### config.mk
export PLATFORM = sky130hd
export DESIGN_NAME = load_bin
export DESIGN_NICKNAME = d
export VERILOG_FILES = /design/src/rtl/load_bin.sv
export SDC_FILE = /design/constraint.sdc
export NUM_CORES = 1
export LEC_CHECK = 0
export ABC_AREA = 0
export BUFFER_PORTS_ARGS = -buffer_cell sky130_fd_sc_hd__buf_2
export CORE_AREA = 2 2 255 257
export CTS_CLUSTER_SIZE = 10
export DETAILED_ROUTE_END_ITERATION = 8
export DIE_AREA = 0 0 257 259
export PLACE_DENSITY = 0.52
export SYNTH_ARGS = -nofsm -noshare
export SYNTH_HDL_FRONTEND = slang
export SYNTH_SLANG_ARGS = --single-unit
### constraint.sdc
create_clock -name clk -period 3.1 [get_ports clk]
set_clock_uncertainty 0.05 [all_clocks]
set_input_delay 0.31 -clock clk [delete_from_list [all_inputs] [get_ports clk]]
set_output_delay 0.31 -clock clk [all_outputs]
set_load 0.05 [all_outputs]
### src/rtl/load_bin.sv
// Fetches one bin (clauses, var states, lvl states) from the bin BRAMs into the SAT engine.
// One counter walks LOAD and DRAIN, and every issue and capture point is decoded from it.
module load_bin #(
  parameter int NUM_CLAUSES_A_BIN     = 8,
  parameter int NUM_VARS_A_BIN        = 8,
  parameter int NUM_LVLS_A_BIN        = 8,
  parameter int WIDTH_CLAUSES         = NUM_VARS_A_BIN * 2,
  parameter int WIDTH_VAR             = 12,
  parameter int WIDTH_LVL             = 16,
  parameter int WIDTH_BIN_ID          = 10,
  parameter int WIDTH_VAR_STATES      = 30,
  parameter int WIDTH_LVL_STATES      = 30,
  parameter int ADDR_WIDTH_CLAUSES    = 9,
  parameter int ADDR_WIDTH_VAR        = 9,
  parameter int ADDR_WIDTH_VAR_STATES = 9,
  parameter int ADDR_WIDTH_LVL_STATES = 9
) (
  input  logic                                        clk,
  input  logic                                        rst,
  input  logic                                        start_load_i,
  input  logic [WIDTH_BIN_ID-1:0]                     load_bin_num_i,
  input  logic [WIDTH_LVL-1:0]                        base_lvl_i,
  output logic                                        apply_load_o,
  output logic                                        done_load_o,
  output logic [ADDR_WIDTH_CLAUSES-1:0]               ram_addr_c_o,
  input  logic [WIDTH_CLAUSES-1:0]                    ram_data_c_i,
  output logic [NUM_CLAUSES_A_BIN-1:0]                wr_carray_o,
  output logic [WIDTH_CLAUSES-1:0]                    clause_o,
  output logic [ADDR_WIDTH_VAR-1:0]                   ram_addr_v_o,
  input  logic [WIDTH_VAR-1:0]                        ram_data_v_i,
  output logic [ADDR_WIDTH_VAR_STATES-1:0]            ram_addr_vs_o,
  input  logic [WIDTH_VAR_STATES-1:0]                 ram_data_vs_i,
  output logic [ADDR_WIDTH_LVL_STATES-1:0]            ram_addr_ls_o,
  input  logic [WIDTH_LVL_STATES-1:0]                 ram_data_ls_i,
  output logic [WIDTH_VAR_STATES*NUM_VARS_A_BIN-1:0]  var_states_o,
  output logic [WIDTH_LVL_STATES*NUM_LVLS_A_BIN-1:0]  lvl_states_o
);

  localparam int N_CV = (NUM_CLAUSES_A_BIN > NUM_VARS_A_BIN) ? NUM_CLAUSES_A_BIN : NUM_VARS_A_BIN;
  localparam int N    = (N_CV > NUM_LVLS_A_BIN) ? N_CV : NUM_LVLS_A_BIN;
  localparam int CW   = $clog2(N + 4);

  typedef enum logic [1:0] {IDLE, LOAD, DRAIN, DONE} state_t;

  state_t          state;
  logic [CW-1:0]   cnt;
  logic            vz1;
  logic            vz2;
  logic            active;
  logic [31:0]     bin_m1;

  assign active = (state == LOAD) || (state == DRAIN);
  assign bin_m1 = 32'(load_bin_num_i) - 32'd1;

  // Clause data bypasses straight from the BRAM; only the strobe is registered.
  assign clause_o = (|wr_carray_o) ? ram_data_c_i : '0;

  always_ff @(posedge clk) begin
    if (!rst) begin
      state         <= IDLE;
      cnt           <= '0;
      vz1           <= 1'b0;
      vz2           <= 1'b0;
      apply_load_o  <= 1'b0;
      done_load_o   <= 1'b0;
      ram_addr_c_o  <= '0;
      ram_addr_v_o  <= '0;
      ram_addr_vs_o <= '0;
      ram_addr_ls_o <= '0;
      wr_carray_o   <= '0;
      var_states_o  <= '0;
      lvl_states_o  <= '0;
    end else begin
      vz2 <= vz1;
      case (state)
        IDLE: begin
          if (start_load_i && (load_bin_num_i != '0)) begin
            state         <= LOAD;
            cnt           <= '0;
            apply_load_o  <= 1'b1;
            ram_addr_c_o  <= ADDR_WIDTH_CLAUSES'(bin_m1 * 32'(NUM_CLAUSES_A_BIN) + 32'd1);
            ram_addr_v_o  <= ADDR_WIDTH_VAR'(bin_m1 * 32'(NUM_VARS_A_BIN) + 32'd1);
            ram_addr_ls_o <= ADDR_WIDTH_LVL_STATES'(32'(base_lvl_i) + 32'd1);
            var_states_o  <= '0;
            lvl_states_o  <= '0;
          end
        end
        LOAD: begin
          cnt <= cnt + 1'b1;
          if (cnt == CW'(N - 1)) state <= DRAIN;
        end
        DRAIN: begin
          cnt <= cnt + 1'b1;
          if (cnt == CW'(N + 2)) begin
            state       <= DONE;
            done_load_o <= 1'b1;
          end
        end
        DONE: begin
          state        <= IDLE;
          done_load_o  <= 1'b0;
          apply_load_o <= 1'b0;
        end
        default: state <= IDLE;
      endcase

      if (active) begin
        ram_addr_c_o  <= (cnt < CW'(NUM_CLAUSES_A_BIN - 1)) ? ram_addr_c_o + 1'b1 : '0;
        ram_addr_v_o  <= (cnt < CW'(NUM_VARS_A_BIN - 1))    ? ram_addr_v_o + 1'b1 : '0;
        ram_addr_ls_o <= (cnt < CW'(NUM_LVLS_A_BIN - 1))    ? ram_addr_ls_o + 1'b1 : '0;
        wr_carray_o   <= (cnt < CW'(NUM_CLAUSES_A_BIN)) ? (NUM_CLAUSES_A_BIN'(1) << cnt) : '0;
        // Var id for slot cnt-1 arrives now; it becomes the var-state address.
        if ((cnt >= CW'(1)) && (cnt <= CW'(NUM_VARS_A_BIN))) begin
          ram_addr_vs_o <= ADDR_WIDTH_VAR_STATES'(ram_data_v_i);
          vz1           <= (ram_data_v_i == '0);
        end else begin
          ram_addr_vs_o <= '0;
          vz1           <= 1'b0;
        end
        for (int s = 0; s < NUM_VARS_A_BIN; s++) begin
          if (cnt == CW'(s + 3))
            var_states_o[s*WIDTH_VAR_STATES +: WIDTH_VAR_STATES] <= vz2 ? '0 : ram_data_vs_i;
        end
        for (int s = 0; s < NUM_LVLS_A_BIN; s++) begin
          if (cnt == CW'(s + 1))
            lvl_states_o[s*WIDTH_LVL_STATES +: WIDTH_LVL_STATES] <= ram_data_ls_i;
        end
      end else begin
        wr_carray_o   <= '0;
        ram_addr_vs_o <= '0;
        vz1           <= 1'b0;
      end
    end
  end

endmodule

==> results.toml <==
[clock_network]
clk_path_buf_depth = 3
clockRootBuffer = "clkbuf_16"
clkLatencyLatePin_ns = 0.60
cts_num_sinks = 534
numCtsBuffers = 66
htreeDepth = 3
cts_tree = "done"
clk_pin_slew_ns = 0.05
cts_resized = 0

[pwr]
leakage_nw = 11.6
max-vdd-ir-drop_mv = 0.439
p_per_area_nw_per_um2 = 740

[drt]
drcViolationCount = 0
routed_wl_mm = 76.8
num_vias = 17400
wl_per_cell_um = 22.8
postRouteAntennaNets = 0
viasPerCell = 5.16
drt_iter0_drc = 1486
drt-pass1-iter-count = 9

[grt]
grt_pass1_wl_mm = 111
grt_max_degree = 162
track_usage_pct = 22.0
grt.overflow.total = 0
first_global_vias = 16400
antenna_found_initial = 3

[setup_path]
slowest_delay_ns = 0.59
cp_top_family = "simple AND/OR/NAND/NOR gates"
arrival_ns = 2.42
cp_max_fo = 16
crit_chain = "nor4_1, nand2_1, and2_1, buf_2"
startpoint_type = "flip-flop"
crit_buf_inv = 1
worstSetupPathType = "reg -> out"
crit_path_top_delay_cell = "nor4_1"
required_ns = 2.74
cp-end-kind = "output pin"

[die]
num_io_pins = 659
die_x_um = 257
rows = 93
start_util_pct = 29.5
die-area_um2 = 66600
core-area_um2 = 63900
die_height_um = 259

[finish]
stdcell_area_um2 = 25100
final_nets = 2628
drive_gt1_share_pct = 32.3
syn_to_final_growth_pct = 33.4

[timing]
finalSetupTns_ns = 0
rsz0062_at_grt = "no"
drv_slew = 0
slew_headroom_pct = 17.0
min_period_over_period_pct = 89.7
hold_viol = 0
setup_violations = 0
setup_ws_ns = 0.320
worst_slew_pin_slew_ns = 1.24
fmax_mhz = 360
finalCriticalPeriod_ns = 2.78

[synthesis]
ys_seq_area_share_pct = 56.8
ys.flop_type = "dfxtp_1"
synth-edff-count = 0
syn_nets = 2041
synthCells = 1908
yosysWarnings = 0
ys_ff_latch = 534
netlist-cell-type-count = 60
syn_avg_cell_area_um2 = 9.86
async_reset_ff_share_pct = 0
syn_area_um2 = 18800

[placed_design]
dp_hpwl_mm = 52.5
gp_congestion = 0.852
postPlaceCellArea_um2 = 22800
dpl_worst_slack_ns = 0.477
io_buffers = 651

[job]
cap_viol_max_count = 0

[min_path]
hold_class = "in -> reg"

[outcome]
outcome = "finished, final reports clean"
final timing paths:
| check | from | end | slack [ns] | cells after the start |
|---|---|---|---|---|
| worst max-delay path | wr_carray_o[0] | clause_o[9] | 0.32 | 4 |
| worst min-delay path | ram_data_ls_i[25] | lvl_states_o[235] | 0.04 | 3 |
| worst max register to register | state[0] | lvl_states_o[109] | 0.46 | 9 |
| worst min register to register | vz1 | vz2 | 0.38 | 1 |
cell usage after synthesis, types with 3 or more instances:
| master | n | share of area, % |
|---|---|---|
| nor3b_1 | 5 | 0.20 |
| nand4_1 | 4 | 0.13 |
| dfxtp_1 | 534 | 57 |
| and3_1 | 14 | 0.47 |
| or2_2 | 3 | 0.10 |
| inv_1 | 16 | 0.32 |
| nand2_1 | 75 | 1.5 |
| xor2_1 | 3 | 0.14 |
| ha_1 | 16 | 1.1 |
| nor3_1 | 10 | 0.27 |
| clkbuf_1 | 105 | 2.1 |
| o2bb2ai_2 | 10 | 0.80 |
| nand2b_1 | 37 | 1.2 |
| a31oi_1 | 135 | 4.5 |
| nor4_1 | 10 | 0.33 |
| a22o_1 | 223 | 10 |
| o2bb2ai_1 | 79 | 3.7 |
| and2_1 | 29 | 0.96 |
| o21ai_0 | 35 | 0.93 |
| buf_4 | 6 | 0.24 |
| nand3_1 | 50 | 1.3 |
| o31ai_1 | 3 | 0.12 |
| a21oi_1 | 57 | 1.5 |
| nor2_4 | 3 | 0.18 |
| xnor2_1 | 7 | 0.33 |
| o31a_1 | 6 | 0.28 |
| buf_1 | 59 | 1.2 |
| o22ai_1 | 4 | 0.13 |
| buf_2 | 42 | 1.1 |
| a211oi_1 | 3 | 0.12 |
| nor2_1 | 284 | 5.7 |
registers in the layout (all words and copies together), names as in the netlist, 2 cells and up:
name / flops
cnt: 4
lvl_states_o: 240
ram_addr_c_o: 9
ram_addr_ls_o: 9
ram_addr_v_o: 9
ram_addr_vs_o: 9
state: 2
var_states_o: 240
wr_carray_o: 8
layer usage:
layer  GRT usage [%]  up-vias  wire, um
li1                -     7998         -
met1            27.1     8440     31000
met5               0        -         0
met4            8.82        0      2710
met3            4.76      146      5580
met2            37.2      831     37500
cell usage in the layout (no fill, tap or decap), types with 36 or more instances in the layout:
master,count
clkbuf_16,67
a22o_1,223
a21oi_1,57
buf_2,651
o2bb2ai_1,79
nand3_1,49
nand2b_1,37
dlygate4sd3_1,36
a31oi_1,135
dfxtp_1,534
nand2_1,75
nor2_1,278
worst min-delay path, cell delays in order:
cell and delay, ns:
buf_2 0.17, nand2_1 0.08, a21oi_1 0.05
metrics by stage:
stage	hold slack [ns]	total power, W	util, %	instances
after floorplan	0.362	0.0102	-	1908
after detailed placement	0.369	0.0115	35.7	3246
after global placement	0.371	0.0115	35.7	3246
final	0.0351	0.0186	39.3	3374
after CTS	0.000959	0.0188	39.3	3372
after global routing	0.0364	0.0193	39.3	3373
kinds of logic (layout without fill, tap and decap cells):
logic type,after synthesis,after routing,synth area share (%)
compound gates,576,576,23.5
xor+xnor,10,10,0.465
fa+ha+maj,16,16,1.06
buf+inv,231,840,5.09
flops,534,534,56.8
mux,2,2,0.106
other cells,0,2,0
simple gates,539,539,13.0
what timing repair did:
| action | 4_1_cts | 5_1_grt |
|---|---|---|
| hold endpoints to repair | 64 | 0 |
| hold buffers | 36 | 0 |
| setup buffers | 0 | 0 |
final cells by class:
type                       count  area [um2]
fill                        6427       38800
timing repair buffer         733        4100
antenna                        2        5.00
inverter                      17        68.8
clock buffer                  79        1760
sequential                   534       10700
clock inverter                11         200
tap                          855        1070
multi-input combinational   1143        7210
power by group:
part           switching [W]  internal (W)
sequential          0.000271       0.00710
combinational        0.00303       0.00103
clock                0.00296       0.00419
total                0.00626        0.0123
(Power assumes the default switching activity.)
